[src/rtl/mult_div_unit_if.sv]
// rtl/mult_div_unit_if.sv - start/done request and result bundle for mult_div_unit
interface mult_div_unit_if #(
    parameter int WIDTH = 32
);
    logic             start;
    logic [1:0]       op;
    logic [WIDTH-1:0] a;
    logic [WIDTH-1:0] b;
    logic             busy;
    logic             done;
    logic             div0;
    logic [WIDTH-1:0] hi;
    logic [WIDTH-1:0] lo;

    modport master (
        output start, op, a, b,
        input  busy, done, div0, hi, lo
    );

    modport slave (
        input  start, op, a, b,
        output busy, done, div0, hi, lo
    );
endinterface

[src/rtl/mult_div_unit.sv]
// rtl/mult_div_unit.sv - multicycle shift-add multiplier / restoring divider producing HI/LO
// Optional MULTDIV_EARLY_OUT_EN: multiplies finish once the remaining multiplier bits are zero.
module mult_div_unit #(
    parameter int WIDTH = 32
) (
    input  logic          clock,
    input  logic          reset,
    mult_div_unit_if.slave bus
);
    localparam int CW = $clog2(WIDTH + 1);

    typedef enum logic [1:0] {S_IDLE, S_RUN, S_FIX} state_t;

    state_t           r_state, w_state_next;
    logic             r_is_div, r_neg_q, r_neg_r;
    logic [WIDTH:0]   r_acc;
    logic [WIDTH-1:0] r_lo, r_mcand;
    logic [CW-1:0]    r_count;
    logic [WIDTH-1:0] r_hi_out, r_lo_out;
    logic             r_done, r_div0;

    logic             w_signed, w_div_op, w_div0_req;
    logic [WIDTH-1:0] w_a_mag, w_b_mag;
    logic [WIDTH:0]   w_mul_sum, w_rem_sh, w_trial, w_iter_acc;
    logic [WIDTH-1:0] w_iter_lo;
    logic             w_div_ok;
    logic [CW-1:0]    w_count_next;
    logic [2*WIDTH-1:0] w_prod, w_prod_s;
    logic [WIDTH-1:0] w_quo, w_rem;

    assign w_signed   = ~bus.op[1];
    assign w_div_op   = bus.op[0];
    assign w_div0_req = bus.start && w_div_op && (bus.b == '0);
    assign w_a_mag    = (w_signed && bus.a[WIDTH-1]) ? -bus.a : bus.a;
    assign w_b_mag    = (w_signed && bus.b[WIDTH-1]) ? -bus.b : bus.b;

    // acc holds the upper product half (multiply) or the partial remainder (divide)
    assign w_mul_sum    = r_acc + (r_lo[0] ? {1'b0, r_mcand} : '0);
    assign w_rem_sh     = {r_acc[WIDTH-1:0], r_lo[WIDTH-1]};
    assign w_trial      = w_rem_sh - {1'b0, r_mcand};
    assign w_div_ok     = ~w_trial[WIDTH];
    assign w_count_next = r_count - CW'(1);

    always_comb begin
        w_iter_acc = {1'b0, w_mul_sum[WIDTH:1]};
        w_iter_lo  = {w_mul_sum[0], r_lo[WIDTH-1:1]};
        if (r_is_div) begin
            w_iter_acc = w_div_ok ? w_trial : w_rem_sh;
            w_iter_lo  = {r_lo[WIDTH-2:0], w_div_ok};
        end
    end

`ifdef MULTDIV_EARLY_OUT_EN
    // an early exit leaves the product short of r_count shifts; finish them here
    assign w_prod = {r_acc[WIDTH-1:0], r_lo} >> r_count;
`else
    assign w_prod = {r_acc[WIDTH-1:0], r_lo};
`endif
    assign w_prod_s = r_neg_q ? -w_prod : w_prod;
    assign w_quo    = r_neg_q ? -r_lo : r_lo;
    assign w_rem    = r_neg_r ? -r_acc[WIDTH-1:0] : r_acc[WIDTH-1:0];

    always_ff @(posedge clock or posedge reset) begin
        if (reset) r_state <= S_IDLE;
        else       r_state <= w_state_next;
    end

    always_comb begin
        w_state_next = r_state;
        case (r_state)
            S_IDLE: if (bus.start && !w_div0_req) w_state_next = S_RUN;
            S_RUN: begin
                if (r_count == CW'(1)) w_state_next = S_FIX;
`ifdef MULTDIV_EARLY_OUT_EN
                else if (!r_is_div && ((w_iter_lo & ~({WIDTH{1'b1}} << w_count_next)) == '0))
                    w_state_next = S_FIX;
`endif
            end
            S_FIX:   w_state_next = S_IDLE;
            default: w_state_next = S_IDLE;
        endcase
    end

    always_ff @(posedge clock or posedge reset) begin
        if (reset) begin
            r_is_div <= 1'b0;
            r_neg_q  <= 1'b0;
            r_neg_r  <= 1'b0;
            r_acc    <= '0;
            r_lo     <= '0;
            r_mcand  <= '0;
            r_count  <= '0;
            r_hi_out <= '0;
            r_lo_out <= '0;
            r_done   <= 1'b0;
            r_div0   <= 1'b0;
        end else begin
            r_done <= 1'b0;
            r_div0 <= 1'b0;
            case (r_state)
                S_IDLE: begin
                    if (w_div0_req) begin
                        r_done <= 1'b1;
                        r_div0 <= 1'b1;
                    end else if (bus.start) begin
                        r_is_div <= w_div_op;
                        r_neg_q  <= w_signed && (bus.a[WIDTH-1] ^ bus.b[WIDTH-1]);
                        r_neg_r  <= w_signed && w_div_op && bus.a[WIDTH-1];
                        r_acc    <= '0;
                        r_lo     <= w_div_op ? w_a_mag : w_b_mag;
                        r_mcand  <= w_div_op ? w_b_mag : w_a_mag;
                        r_count  <= CW'(WIDTH);
                    end
                end
                S_RUN: begin
                    r_acc   <= w_iter_acc;
                    r_lo    <= w_iter_lo;
                    r_count <= w_count_next;
                end
                S_FIX: begin
                    r_hi_out <= r_is_div ? w_rem : w_prod_s[2*WIDTH-1:WIDTH];
                    r_lo_out <= r_is_div ? w_quo : w_prod_s[WIDTH-1:0];
                    r_done   <= 1'b1;
                end
                default: ;
            endcase
        end
    end

    assign bus.busy = (r_state != S_IDLE);
    assign bus.done = r_done;
    assign bus.div0 = r_div0;
    assign bus.hi   = r_hi_out;
    assign bus.lo   = r_lo_out;
endmodule

[src/flat_wrapper.sv]
// flat-port wrapper written by rule: the top's interface ports become plain ports
module mult_div_unit_flat 
#(
    parameter int WIDTH = 32
)
  (clock, reset, bus_start, bus_op, bus_a, bus_b, bus_busy, bus_done, bus_div0, bus_hi, bus_lo);
  mult_div_unit_if #(.WIDTH(WIDTH)) bus_i ();
  input  logic clock;
  input  logic reset;
  input wire logic [$bits(bus_i.start)-1:0] bus_start;
  input wire logic [$bits(bus_i.op)-1:0] bus_op;
  input wire logic [$bits(bus_i.a)-1:0] bus_a;
  input wire logic [$bits(bus_i.b)-1:0] bus_b;
  output wire logic [$bits(bus_i.busy)-1:0] bus_busy;
  output wire logic [$bits(bus_i.done)-1:0] bus_done;
  output wire logic [$bits(bus_i.div0)-1:0] bus_div0;
  output wire logic [$bits(bus_i.hi)-1:0] bus_hi;
  output wire logic [$bits(bus_i.lo)-1:0] bus_lo;
  assign bus_i.start = bus_start;
  assign bus_i.op = bus_op;
  assign bus_i.a = bus_a;
  assign bus_i.b = bus_b;
  assign bus_busy = bus_i.busy;
  assign bus_done = bus_i.done;
  assign bus_div0 = bus_i.div0;
  assign bus_hi = bus_i.hi;
  assign bus_lo = bus_i.lo;
  mult_div_unit #(.WIDTH(WIDTH)) u_core (.clock(clock), .reset(reset), .bus(bus_i));
endmodule
[config.mk]
export PLATFORM = sky130hd
export DESIGN_NAME = mult_div_unit_flat
export DESIGN_NICKNAME = d
export VERILOG_FILES = /design/src/rtl/mult_div_unit_if.sv /design/src/rtl/mult_div_unit.sv /design/src/flat_wrapper.sv
export SDC_FILE = /design/constraint.sdc
export NUM_CORES = 1
export LEC_CHECK = 0
export BUFFER_PORTS_ARGS = -buffer_cell sky130_fd_sc_hd__buf_2
export CORE_ASPECT_RATIO = 1.25
export CORE_MARGIN = 1.5
export CORE_UTILIZATION = 25
export DETAILED_ROUTE_END_ITERATION = 10
export HOLD_SLACK_MARGIN = 0.06
export MAX_ROUTING_LAYER = met4
export PLACE_DENSITY = 0.49
export SLEW_MARGIN = 20
export SYNTH_ARGS = -nofsm -noshare
export SYNTH_HDL_FRONTEND = slang
export SYNTH_SLANG_ARGS = --single-unit
[constraint.sdc]
create_clock -name clock -period 5 [get_ports clock]
set_input_delay 0.5 -clock clock [delete_from_list [all_inputs] [get_ports clock]]
set_output_delay 0.5 -clock clock [all_outputs]
set_load 0.02 [all_outputs]
### Word level (Yosys, flattened, before mapping)

Cells that the tools add are included.

* bits in registers: 174
* bits of input ports: 69
* output and inout port bits: 67
* logic and storage cells: 75

* $add $sub $neg: 8
* eq/ne operators: 7
* mux-type cells: 28
* bitwise gates (word level): 4
* reductions and logical operators: 16

Operators with widths (number)
* $mux W32: 12
* $mux W33: 4
* $neg A32 Y32: 4
* $pmux W33 S2: 1
* $mux W64: 1
* $neg A64 Y64: 1
* $pmux W32 S2: 1
* $add A33 B33 Y33: 1
* $sub A33 B32 Y33: 1
* $logic_not A32 Y1: 1
* $mux W6: 2
* $pmux W6 S2: 1
* $logic_and A1 B1 Y1: 8
* $eq A6 B1 Y1 const B: 1
* $reduce_and A3 Y1: 2
* $sub A6 B1 Y6 const B: 1
* $mux W2: 2
* $ne A2 B1 Y1 const B: 2
* $ne A2 B2 Y1 const B: 2
* $pmux W2 S2: 1
* $reduce_bool A2 Y1: 2
* $not A1 Y1: 3
* $eq A2 B1 Y1 const B: 1
* $eq A2 B2 Y1 const B: 1
* 6 further kinds: 7

### Longest topological paths before layout

Gate-level depths: netlist of run 1.

* word-level depth: 7
* gate-level depth with buffers: 19
* depth with buffers taken out: 18

### Least setup slack after synthesis of run 1

Ideal clock, no wire load.

* kind: register to register
* start point: register u_core.r_acc[13]
* end point: register u_core.r_acc[24]
* setup time: 133 ps
* arrival time: 4057 ps
* data required time: 4867 ps
* path slack: 810 ps
* stages on the path, launching flop included: 18
* buffers on the path: 3
* clock period less this slack: 4190 ps
* path through: dfrtp_1 -> ha_1 -> clkbuf_1 -> a21oi_1 -> a21boi_0 -> a311oi_1 -> a31oi_1 -> o21ai_1 -> nand2_1 -> a311o_1 -> a21o_1 -> a21o_1 -> ha_1 -> buf_1 -> clkbuf_1 -> o32ai_1 -> a22oi_1 -> o211ai_1

* word-level cells in the longest chain between the ends: 4
* elaborated cells on any way between the ends: 5
* classes of those cells: 2 x add/sub; 3 x mux

RTL lines
* start: declaration: RTL line mult_div_unit.sv:16 `logic [WIDTH:0] r_acc;`
* start signal: assignment: RTL line mult_div_unit.sv:116 `r_acc <= w_iter_acc;`
* $sub A33 B32 Y33: RTL line mult_div_unit.sv:40 `assign w_trial = w_rem_sh - {1'b0, r_mcand};`
* $mux W33: RTL line mult_div_unit.sv:48 `w_iter_acc = w_div_ok ? w_trial : w_rem_sh;`
* $mux W33 (*): RTL line mult_div_unit.sv:47 `if (r_is_div) begin`
* $pmux W33 S2 (*): RTL line mult_div_unit.sv:100 `case (r_state)`

Mark *: on every way between the ends. The rest lies on a longest branch, timed or not.
A chain may end at the register's enable or synchronous reset.

### Worst setup path in the final report of run 1

* start point: register u_core.r_acc[13]
* end point: register u_core.r_acc[29]

The elaborated chain is that of the path after synthesis.

==> results of run 1 <==
-- final timing paths --
check	startpoint	to	slack, ns	depth (start not counted)
max in group asynchronous	reset	u_core.r_mcand[10]	3.18	4
min in group asynchronous	reset	u_core.bus.hi[20]	0.54	3
worst min-delay path	bus_op[1]	u_core.r_neg_q	0.32	2
worst max-delay path	u_core.r_acc[13]	u_core.r_acc[29]	0.38	17
worst min register to register	u_core.bus.hi[2]	u_core.bus.hi[2]	0.48	2
worst max register to register	u_core.r_acc[13]	u_core.r_acc[29]	0.38	17
-- critical path: cells and delay by family, from the launching register on --
family / cells / cell delay (ns)
AO/OA/AOI/OAI: 11 / 2.49
adder cells (fa/ha/maj): 2 / 0.86
buffers and inverters: 1 / 0.23
flip-flops: 1 / 0.48
AND/OR/NAND/NOR: 3 / 0.47
-- flip-flops by register name (all words and copies together), names as in the netlist, 2 cells and up --
| signal | cells |
|---|---|
| u_core.bus.hi | 32 |
| u_core.r_state | 2 |
| u_core.r_lo | 32 |
| u_core.r_count | 6 |
| u_core.r_mcand | 32 |
| u_core.bus.lo | 32 |
| u_core.r_acc | 33 |
-- cells by family (layout without fill, tap and decap cells) --
family / Yosys count / after routing / share of synthesized area [%]
compound gates: 583 / 583 / 24.9
xor+xnor: 165 / 165 / 10.0
fa+ha+maj: 74 / 74 / 6.51
buf+inv: 175 / 283 / 4.80
flops: 174 / 174 / 30.1
mux: 69 / 69 / 4.88
other cells: 0 / 1 / 0
simple gates: 573 / 573 / 18.7
-- through the flow --
step | TNS (ns) | total power, uW | hold WS, ns | instances | instance area (sq um)
final | 0 | 13100 | 0.320 | 2672 | 16700
after global routing | -0.00169 | 14200 | 0.322 | 2672 | 16700
after CTS | 0 | 13100 | 0.280 | 2670 | 16600
after detailed placement | 0 | 11600 | 0.463 | 2637 | 16000
after global placement | 0 | 11600 | 0.460 | 2637 | 16000
after floorplan | 0 | 8840 | 0.438 | 1813 | 14500
-- cell usage in the layout, fill, tap and decap left out, drive strengths merged, types with 18 or more instances in the layout --
master / synthesis / final
o21ai: 234 / 234
nand2: 222 / 222
buf: 18 / 177
dfrtp: 174 / 174
nor2: 159 / 159
a21oi: 122 / 122
xor2: 87 / 87
xnor2: 78 / 78
inv: 72 / 77
ha: 72 / 72
mux2i: 57 / 57
nor3: 34 / 34
nand3: 25 / 25
o31ai: 24 / 24
a21o: 24 / 24
clkbuf: 84 / 19
nor4: 19 / 19
o211ai: 18 / 18
a211oi: 18 / 18
-- final cells by class --
type / count / area [sq um] / area share [%]
tap: 750 / 938 / 5.63
multi-input combinational: 1464 / 9440 / 56.7
clock buffer: 19 / 443 / 2.66
timing repair buffer: 178 / 1030 / 6.16
inverter: 73 / 278 / 1.67
clock inverter: 13 / 174 / 1.04
antenna: 1 / 2.50 / 0.0150
sequential: 174 / 4360 / 26.2
-- layer usage --
layer	share of wire, %	GRT usage (%)	vias up
met5	0	-	-
met4	4.3	8.26	0
met3	3.3	1.80	93
met2	50	30.9	399
li1	-	-	6725
met1	43	22.4	6520
-- repair_timing --
item,in CTS,in global routing
setup buffers,0,1
setup endpoints to repair,0,1
hold buffers,1,0
endpoints found under the hold margin,10,0
resized for setup,0,2
-- power groups by stage --
stage / Clock [uW] / Sequential [uW] / Combinational (uW)
2_1_floorplan: 0 / 2890 / 5950
3_3_place_gp: 0 / 2830 / 8770
3_5_place_dp: 0 / 2860 / 8790
4_1_cts: 1480 / 2830 / 8830
5_1_grt: 1530 / 2920 / 9730
6_report: 1450 / 2830 / 8850
==> results_dict.tcl, run 1 <==
set metrics [dict create \
    outcome "complete, no violations" \
    clkTransAtPathRegs_ns 0.07 \
    postRouteAntennaNets 0 \
    crit_path_max_incr_delay_ns 0.48 \
    cp.arrival_ns 4.99 \
    setup_viol 0 \
    ioPinCount 136 \
    setup_ws_ns 0.379 \
    cp-end-kind "register" \
    cp-start-kind "register" \
    place_ws_ns 0.311 \
    path_max_fanout 32 \
    switching_share_pct 52.3 \
    initial_core_util_pct 25.3 \
    p_leak_uw 0.00720 \
    design.core.area_sq_mm 0.0571 \
    final_core_util_pct 29.1 \
    synth_top_area_cell "dfrtp_1" \
    final_layout_size_suffix_gt1_share_pct 13.6 \
    period_needed_ns 4.62 \
    p_switching_uw 6860 \
    rows 98 \
    vdd_ir_drop_max_mv 0.426 \
    drcViolationCount 0 \
    slowest_stage "dfrtp_1" \
    dieWidth_microns 218 \
    yosys-top-cells-count "226 x o21ai_0, 219 x nand2_1, 174 x dfrtp_1" \
    grt_pass1_wl_microns 81600 \
    hold_violations 0 \
    dieArea_sq_mm 0.0593 \
    drt_iter0_drc 955 \
    synth_ff_type "dfrtp_1" \
    synthTopCellsByArea "dfrtp_1 30%, o21ai_0 7.8%, ha_1 6.2%" \
    yosysMostFrequentCell "o21ai_0" \
    drt-total-wl_microns 53400 \
    p_per_area_mw_per_mm2 788 \
    async_reset_ff_share_pct 100 \
    intPower_uw 6260 \
    seqPwrFrac_pct 21.6 \
    numPortBuffers 135 \
    syn_nets 1956 \
    criticalPathCategory "reg2reg" \
    synth.avg_cell_area_sq_um 7.97 \
    cp.required_ns 5.37 \
    yosys_warnings 0 \
    cts_root_buf "clkbuf_16" \
    area_delta_synth_final_pct 15.2 \
    relSlewSlack_pct 33.6 \
    p_comb_share_pct 67.4 \
    htree_levels 4 \
    grt_max_degree 93 \
    worstSkewPairLatency_ns 0.46 \
    grt_use_total_pct 18.5 \
    synth_edf_count 0 \
    grt_overflow 0 \
    first_global_vias 13500 \
    first_pass_iters 5 \
    antenna_found_initial 1 \
    clkSinkCount 174 \
    yosysTopAreaCellShare_pct 30.1 \
    slew_violations 0 \
    nFillCells 6299 \
    die_h_microns 272 \
    ys_types 85 \
    dp_hpwl_microns 42100 \
    synth_seq_cells 174 \
    p_clk_share_pct 11.0 \
    fin_skew_ns 0.0187 \
    layout.nets 2051 \
    wl_per_cell_microns 20.0 \
    fmax_ghz 0.216 \
    min_path_type "in2reg" \
    ctsLongestPathBuffers 2 \
    finalCritPeriodShare_pct 92.4 \
    vias 13700 \
    tightest_slew_ns 0.994 \
    synthCells 1813 \
    path_cells "ha_1 -> a21oi_1 -> a21boi_0 -> a311oi_2 -> a31oi_1 -> o21ai_1 -> nand2_1 -> a311o_1 -> a21o_1 -> a21o_1 -> ha_2 -> buf_12 -> nor2_1 -> a311oi_1 -> a31oi_1 -> or3_1 -> o21ai_0" \
    gp_congestion 0.891 \
    viasPerCell 5.14 \
    seq_area_frac_synth_pct 30.1 \
    cts-buffers-inserted 17 \
    cts_tree "done" \
    cap_viol_max_count 0 \
    syn-cell-area_sq_mm 0.0145 \
]
Note: power is estimated with default switching activity, not from simulation.
==> inputs of run 2 (changes only) <==
--- a/config.mk
+++ b/config.mk
@@ -5,6 +5,7 @@
 export SDC_FILE = /design/constraint.sdc
 export NUM_CORES = 1
 export LEC_CHECK = 0
+export ABC_AREA = 1
 export BUFFER_PORTS_ARGS = -buffer_cell sky130_fd_sc_hd__buf_2
 export CORE_ASPECT_RATIO = 1.25
 export CORE_MARGIN = 1.5
@@ -12,7 +13,7 @@
 export DETAILED_ROUTE_END_ITERATION = 10
 export HOLD_SLACK_MARGIN = 0.06
 export MAX_ROUTING_LAYER = met4
-export PLACE_DENSITY = 0.49
+export PLACE_DENSITY = 0.48
 export SLEW_MARGIN = 20
 export SYNTH_ARGS = -nofsm -noshare
 export SYNTH_HDL_FRONTEND = slang
==> run 2 against run 1 <==
  * Sequential cell count did not move
  * Design area increased by 20%
  * Via count up 42%
  * Global-route usage is 3.6 points higher
  * Setup slack better by 0.59 ns
  * Register-to-register slack improved by 0.59 ns
  * Combinational power increased by 19%
==> results_dict.tcl, run 2 <==
set metrics [dict create \
    synth_top_area_cell "dfrtp_1" \
    clkTransAtPathRegs_ns 0.09 \
    dieWidth_microns 241 \
    worstSkewPairLatency_ns 0.49 \
    htree_levels 4 \
    synth_edf_count 0 \
    cp.arrival_ns 4.44 \
    clkSinkCount 174 \
    ctsLongestPathBuffers 2 \
    place_ws_ns 0.999 \
    cpMostUsedCell "nand2_1" \
    area_delta_synth_final_pct 12.7 \
    post_cts_resized 0 \
    p_leak_uw 0.0104 \
    synthTopCellsByArea "dfrtp_1 25%, nand2_1 21%, nand3_1 9.7%" \
    fin_hold_ws_ns 0.162 \
    drt-total-wl_microns 77400 \
    cp.required_ns 5.42 \
    regToRegSetupSlack_ns 0.97 \
    antenna_found_initial 0 \
    most-common-layout-cells "997 x nand2_1, 399 x inv_1, 342 x nand3_1, 293 x nor2_1, 174 x dfrtp_1" \
    cp-start-kind "register" \
    grt_overflow 0 \
    diodes 0 \
    viasPerCell 4.81 \
    crit_path_max_incr_delay_ns 0.60 \
    rsz0062_at_grt "no" \
    relSlewSlack_pct 25.2 \
    fin_skew_ns 0.0186 \
    synth_seq_cells 174 \
    grt_pass1_wl_microns 117000 \
    ys_types 47 \
    finalCritPeriodShare_pct 80.5 \
    cts_tree "done" \
    gp_congestion 0.956 \
    dp.cells 4027 \
    grt_use_total_pct 22.1 \
    vdd_ir_drop_max_mv 0.403 \
    synth.avg_cell_area_sq_um 5.87 \
    drcViolationCount 0 \
    fin_area_sq_mm 0.0200 \
    cts-buffers-inserted 17 \
    setup_ws_ns 0.973 \
    synth_ff_type "dfrtp_1" \
    dp_hpwl_microns 63300 \
    slew_violations 0 \
    path_cells "inv_1 -> ha_1 -> fa_1 -> inv_1 -> nand4_1 -> nand2_1 -> nand2_1 -> nand2_1 -> nand2_1 -> nand2_1 -> nand3_1 -> nand2_1 -> ha_1 -> inv_2 -> a21oi_1 -> o21ai_0 -> nand2_1 -> nand3_1 -> o21ai_2" \
    dieArea_sq_mm 0.0725 \
    cap_viol_max_count 0 \
    r2r_end "u_core.r_acc[10]" \
    r2r_start "u_core.r_lo[31]" \
    cts_hold_buf 0 \
    final_layout_size_suffix_gt1_share_pct 9.24 \
    path_max_fanout 46 \
    first_global_vias 18800 \
    nFillCells 8106 \
    grt_max_degree 121 \
    design.core.area_sq_mm 0.0705 \
    instances_no_fill 4059 \
    criticalPathCategory "reg2reg" \
    vias 19500 \
    cts_setup_buffers 0 \
    yosysTopAreaCellShare_pct 24.6 \
    ioPinCount 136 \
    tightest_slew_ns 1.12 \
    setup_viol 0 \
    cp_num_buf_inv 3 \
    period_needed_ns 4.03 \
    async_reset_ff_share_pct 100 \
    die_h_microns 301 \
    synthCells 3021 \
    seq_area_frac_synth_pct 24.6 \
    initial_core_util_pct 25.1 \
    syn_nets 3164 \
    yosys-top-cells-count "997 x nand2_1, 402 x inv_1, 342 x nand3_1" \
    largest_register_ffs 33 \
    first_pass_iters 7 \
    wl_per_cell_microns 19.1 \
    top_register "u_core.r_acc" \
    p_per_area_mw_per_mm2 748 \
    numPortBuffers 135 \
    layout.nets 3246 \
    hold_violations 0 \
    fmax_ghz 0.248 \
    ff2ff_path_depth 19 \
    rows 109 \
    final_common_cell "nand2_1" \
    outcome "complete, no violations" \
    yosysMostFrequentCell "nand2_1" \
    postRouteAntennaNets 0 \
    cp_top_family "adder cells" \
    cp-end-kind "register" \
    drt_iter0_drc 1501 \
    min_path_type "in2async" \
    cts_root_buf "clkbuf_16" \
    place_area_sq_mm 0.0194 \
    finalSetupTns_ns 0 \
    syn-cell-area_sq_mm 0.0177 \
    slowest_stage "ha_1" \
    yosys_warnings 0 \
]
-- run 2: cells by family after synthesis --
logic type / count (synthesis) / synth area share (%)
buffers and inverters: 513 / 11.4
XOR/XNOR: 70 / 3.46
adder cells (fa/ha/maj): 74 / 5.31
flip-flops: 174 / 24.6
AO/OA/AOI/OAI: 420 / 13.3
AND/OR/NAND/NOR: 1770 / 42.0
-- run 2: per-layer routing --
metal  track usage (%)  vias up  part of all wire, %
met5                 -        -                    0
met2              37.9      521                   50
li1                  -     9841                    -
met3              1.32      112                  3.4
met1              26.8     9048                   42
met4              8.90        0                  4.1
-- run 2: area by class of cell --
cell class,count,area [sq um],area share [%]
multi-input combinational,2334,11400,56.9
sequential,174,4350,21.8
inverter,412,1550,7.76
tap,943,1180,5.91
timing repair buffer,164,906,4.54
clock buffer,17,425,2.13
clock inverter,15,188,0.940
-- run 2: power breakdown --
part / internal [uW] / switching, uW
combinational: 3330 / 7220
clock: 684 / 750
sequential: 2080 / 876
total: 6090 / 8840
-- run 2: worst register-to-register path, delay by kind of cell (launching register included) --
family	cells	cell delay, ns
and+or+nand+nor	10	1.03
AOI/OAI and AO/OA	3	0.49
adders and majority gates	3	1.24
buffers and inverters	3	0.74
DFF	1	0.46
-- run 2: worst max-delay path by stage --
stage | to | cells after the start | from | slack [ns]
after floorplan | u_core.r_acc[4] | 20 | u_core.r_acc[0] | 1.97
after detailed placement | u_core.r_acc[5] | 18 | u_core.r_lo[31] | 1.0
after global routing | u_core.r_acc[10] | 19 | u_core.r_lo[31] | 0.51
after global placement | u_core.r_acc[1] | 17 | u_core.r_lo[31] | 1.05
after CTS | u_core.r_acc[5] | 18 | u_core.r_lo[31] | 0.98
final | u_core.r_acc[10] | 19 | u_core.r_lo[31] | 0.97
-- run 2: metrics by stage --
stage / power, uW / util [%]
floorplan: 10000 / -
detailed placement: 13500 / 27.5
global route: 16400 / 28.3
global placement: 13500 / 27.5
CTS: 14900 / 28.3
finish: 14900 / 28.3
==> inputs of run 3 (changes only) <==
==> constraint.sdc (replaced) <==
create_clock -name clock -period 3.4 [get_ports clock]
set_input_delay 0.34 -clock clock [delete_from_list [all_inputs] [get_ports clock]]
set_output_delay 0.34 -clock clock [all_outputs]
set_load 0.02 [all_outputs]
==> run 3 against run 2 <==
  * Critical path depth down 1
  * Setup slack got worse by 0.57 ns
  * Register-to-register slack got worse by 0.57 ns
  * Final cell count grew 0.74%
  * Sequential cell count is the same
  * Global-route usage increased by 0.067 points
  * Worst hold slack improved by 0.15 ns
  * Critical path type unchanged
  * Clock power rose by 41%
  * Non-clock buffer count rose by 31
==> results_dict.tcl, run 3 (synthesized netlist as in run 2, its figures left out) <==
set metrics [dict create \
    grt_use_total_pct 22.1 \
    grt_overflow 0 \
    routed-wl-met3_microns 2470 \
    die_h_microns 301 \
    cp-end-kind "register" \
    criticalPathCategory "reg2reg" \
    p_per_area_mw_per_mm2 1100 \
    grt_max_degree 94 \
    dieWidth_microns 241 \
    intPower_uw 9180 \
    cts_setup_buffers 0 \
    finalSetupTns_ns 0 \
    largest_register_ffs 33 \
    rsz0062_at_grt "no" \
    wl_met2_microns 38700 \
    dp_hpwl_microns 63900 \
    cpMostUsedCell "nand2_1" \
    cts_root_buf "clkbuf_16" \
    cp_top_family "adder cells" \
    ctsLongestPathBuffers 2 \
    setup_ws_ns 0.400 \
    design.core.area_sq_mm 0.0705 \
    p_leak_uw 0.0106 \
    cp.required_ns 3.75 \
    htree_levels 4 \
    vdd_ir_drop_max_mv 0.596 \
    post_cts_resized 0 \
    top_register "u_core.r_acc" \
    p_clk_share_pct 9.1 \
    cts_hold_buf 1 \
    ioPinCount 136 \
    fmax_ghz 0.333 \
    drt-total-wl_microns 78200 \
    relSlewSlack_pct 50.8 \
    cp_num_buf_inv 4 \
    top_layer_used "met4" \
    wl_per_cell_microns 19.1 \
    initial_core_util_pct 25.1 \
    fin_area_sq_mm 0.0202 \
    cap_viol_max_count 0 \
    fin_skew_ns 0.0116 \
    numPortBuffers 135 \
    clkTransAtPathRegs_ns 0.08 \
    total_power_uw 22200 \
    final_layout_size_suffix_gt1_share_pct 10.0 \
    slowest_stage "fa_1" \
    cp-start-kind "register" \
    most-common-layout-cells "997 x nand2_1, 399 x inv_1, 342 x nand3_1, 293 x nor2_1, 174 x dfrtp_1" \
    tightest_slew_ns 0.738 \
    clkSinkCount 174 \
    crit_path_max_incr_delay_ns 0.41 \
    drcViolationCount 0 \
    antenna_found_initial 0 \
    viasPerCell 4.80 \
    layout.nets 3277 \
    gp_congestion 1.02 \
    drt_iter0_drc 1504 \
    seqPwrFrac_pct 18.2 \
    place_area_sq_mm 0.0197 \
    outcome "complete, no violations" \
    path_max_fanout 46 \
    path_cells "inv_1 -> ha_1 -> fa_1 -> inv_1 -> nand4_1 -> nand2_1 -> nand2_1 -> nand2_1 -> nand2_1 -> nand2_1 -> nand3_1 -> nand2_1 -> ha_1 -> inv_2 -> buf_12 -> o21ai_0 -> a21oi_1 -> o22ai_2" \
    cts-buffers-inserted 17 \
    first_pass_iters 6 \
    cp.arrival_ns 3.35 \
    fin_hold_ws_ns 0.312 \
    slew_violations 0 \
    place_ws_ns 0.438 \
    cts_tree "done" \
    area_delta_synth_final_pct 14.1 \
    hold_violations 0 \
    final_common_cell "nand2_1" \
    grt_pass1_wl_microns 117000 \
    first_global_vias 18800 \
    p_comb_share_pct 72.7 \
    setup_viol 0 \
    vias 19600 \
    rows 109 \
    min_path_type "in2reg" \
    p_switching_uw 13000 \
    dieArea_sq_mm 0.0725 \
    diodes 0 \
    finalCritPeriodShare_pct 88.2 \
    postRouteAntennaNets 0 \
    switching_share_pct 58.6 \
    worstSkewPairLatency_ns 0.47 \
    drt-met1-wl_microns 32300 \
    period_needed_ns 3.00 \
]
-- run 3: power by group through the flow --
stage / combinational [uW] / clock [uW] / sequential, uW
2_1_floorplan: 10500 / 0 / 4200
3_3_place_gp: 16000 / 0 / 4070
3_5_place_dp: 16000 / 0 / 4080
4_1_cts: 16000 / 2070 / 4040
5_1_grt: 18000 / 2130 / 4160
6_report: 16100 / 2020 / 4040
-- run 3: per-stage QoR --
step                      std cells  utilization [%]
after floorplan                3021                -
after global placement         4057             27.9
after detailed placement       4057             27.9
after CTS                      4089             28.7
after global routing           4089             28.7
final                          4089             28.7
-- run 3: layout make-up --
type	count	area [sq um]
inverters	412	1550
clock inverters	13	124
fillers	8089	50300
well taps	943	1180
flip-flops and latches	174	4350
repair buffers	195	1220
multi-input cells	2334	11400
clock buffers	18	429
-- run 3: path summary, 6_finish.rpt --
path                                    from                end  slack [ns]  cells past startpoint
setup / recovery             u_core.r_lo[31]    u_core.r_acc[1]        0.40                     18
hold / removal                     bus_b[30]    u_core.bus.div0        0.31                      4
setup reg to reg             u_core.r_lo[31]    u_core.r_acc[1]        0.40                     18
hold reg to reg            u_core.bus.hi[22]  u_core.bus.hi[22]        0.48                      2
max in group asynchronous              reset    u_core.r_acc[6]        2.33                      4
min in group asynchronous              reset  u_core.bus.hi[30]        0.54                      4
-- run 3: per-layer routing --
layer	GRT usage, %	vias to the layer above
met4	12.3	0
met3	1.79	137
met1	25.6	9065
li1	-	9894
met2	37.6	519
met5	-	-
-- run 3: worst min-delay path, cell delays in order --
cell and delay (ns):
buf_2 0.13, nor2_1 0.07, nand4_1 0.12, nor4_1 0.08
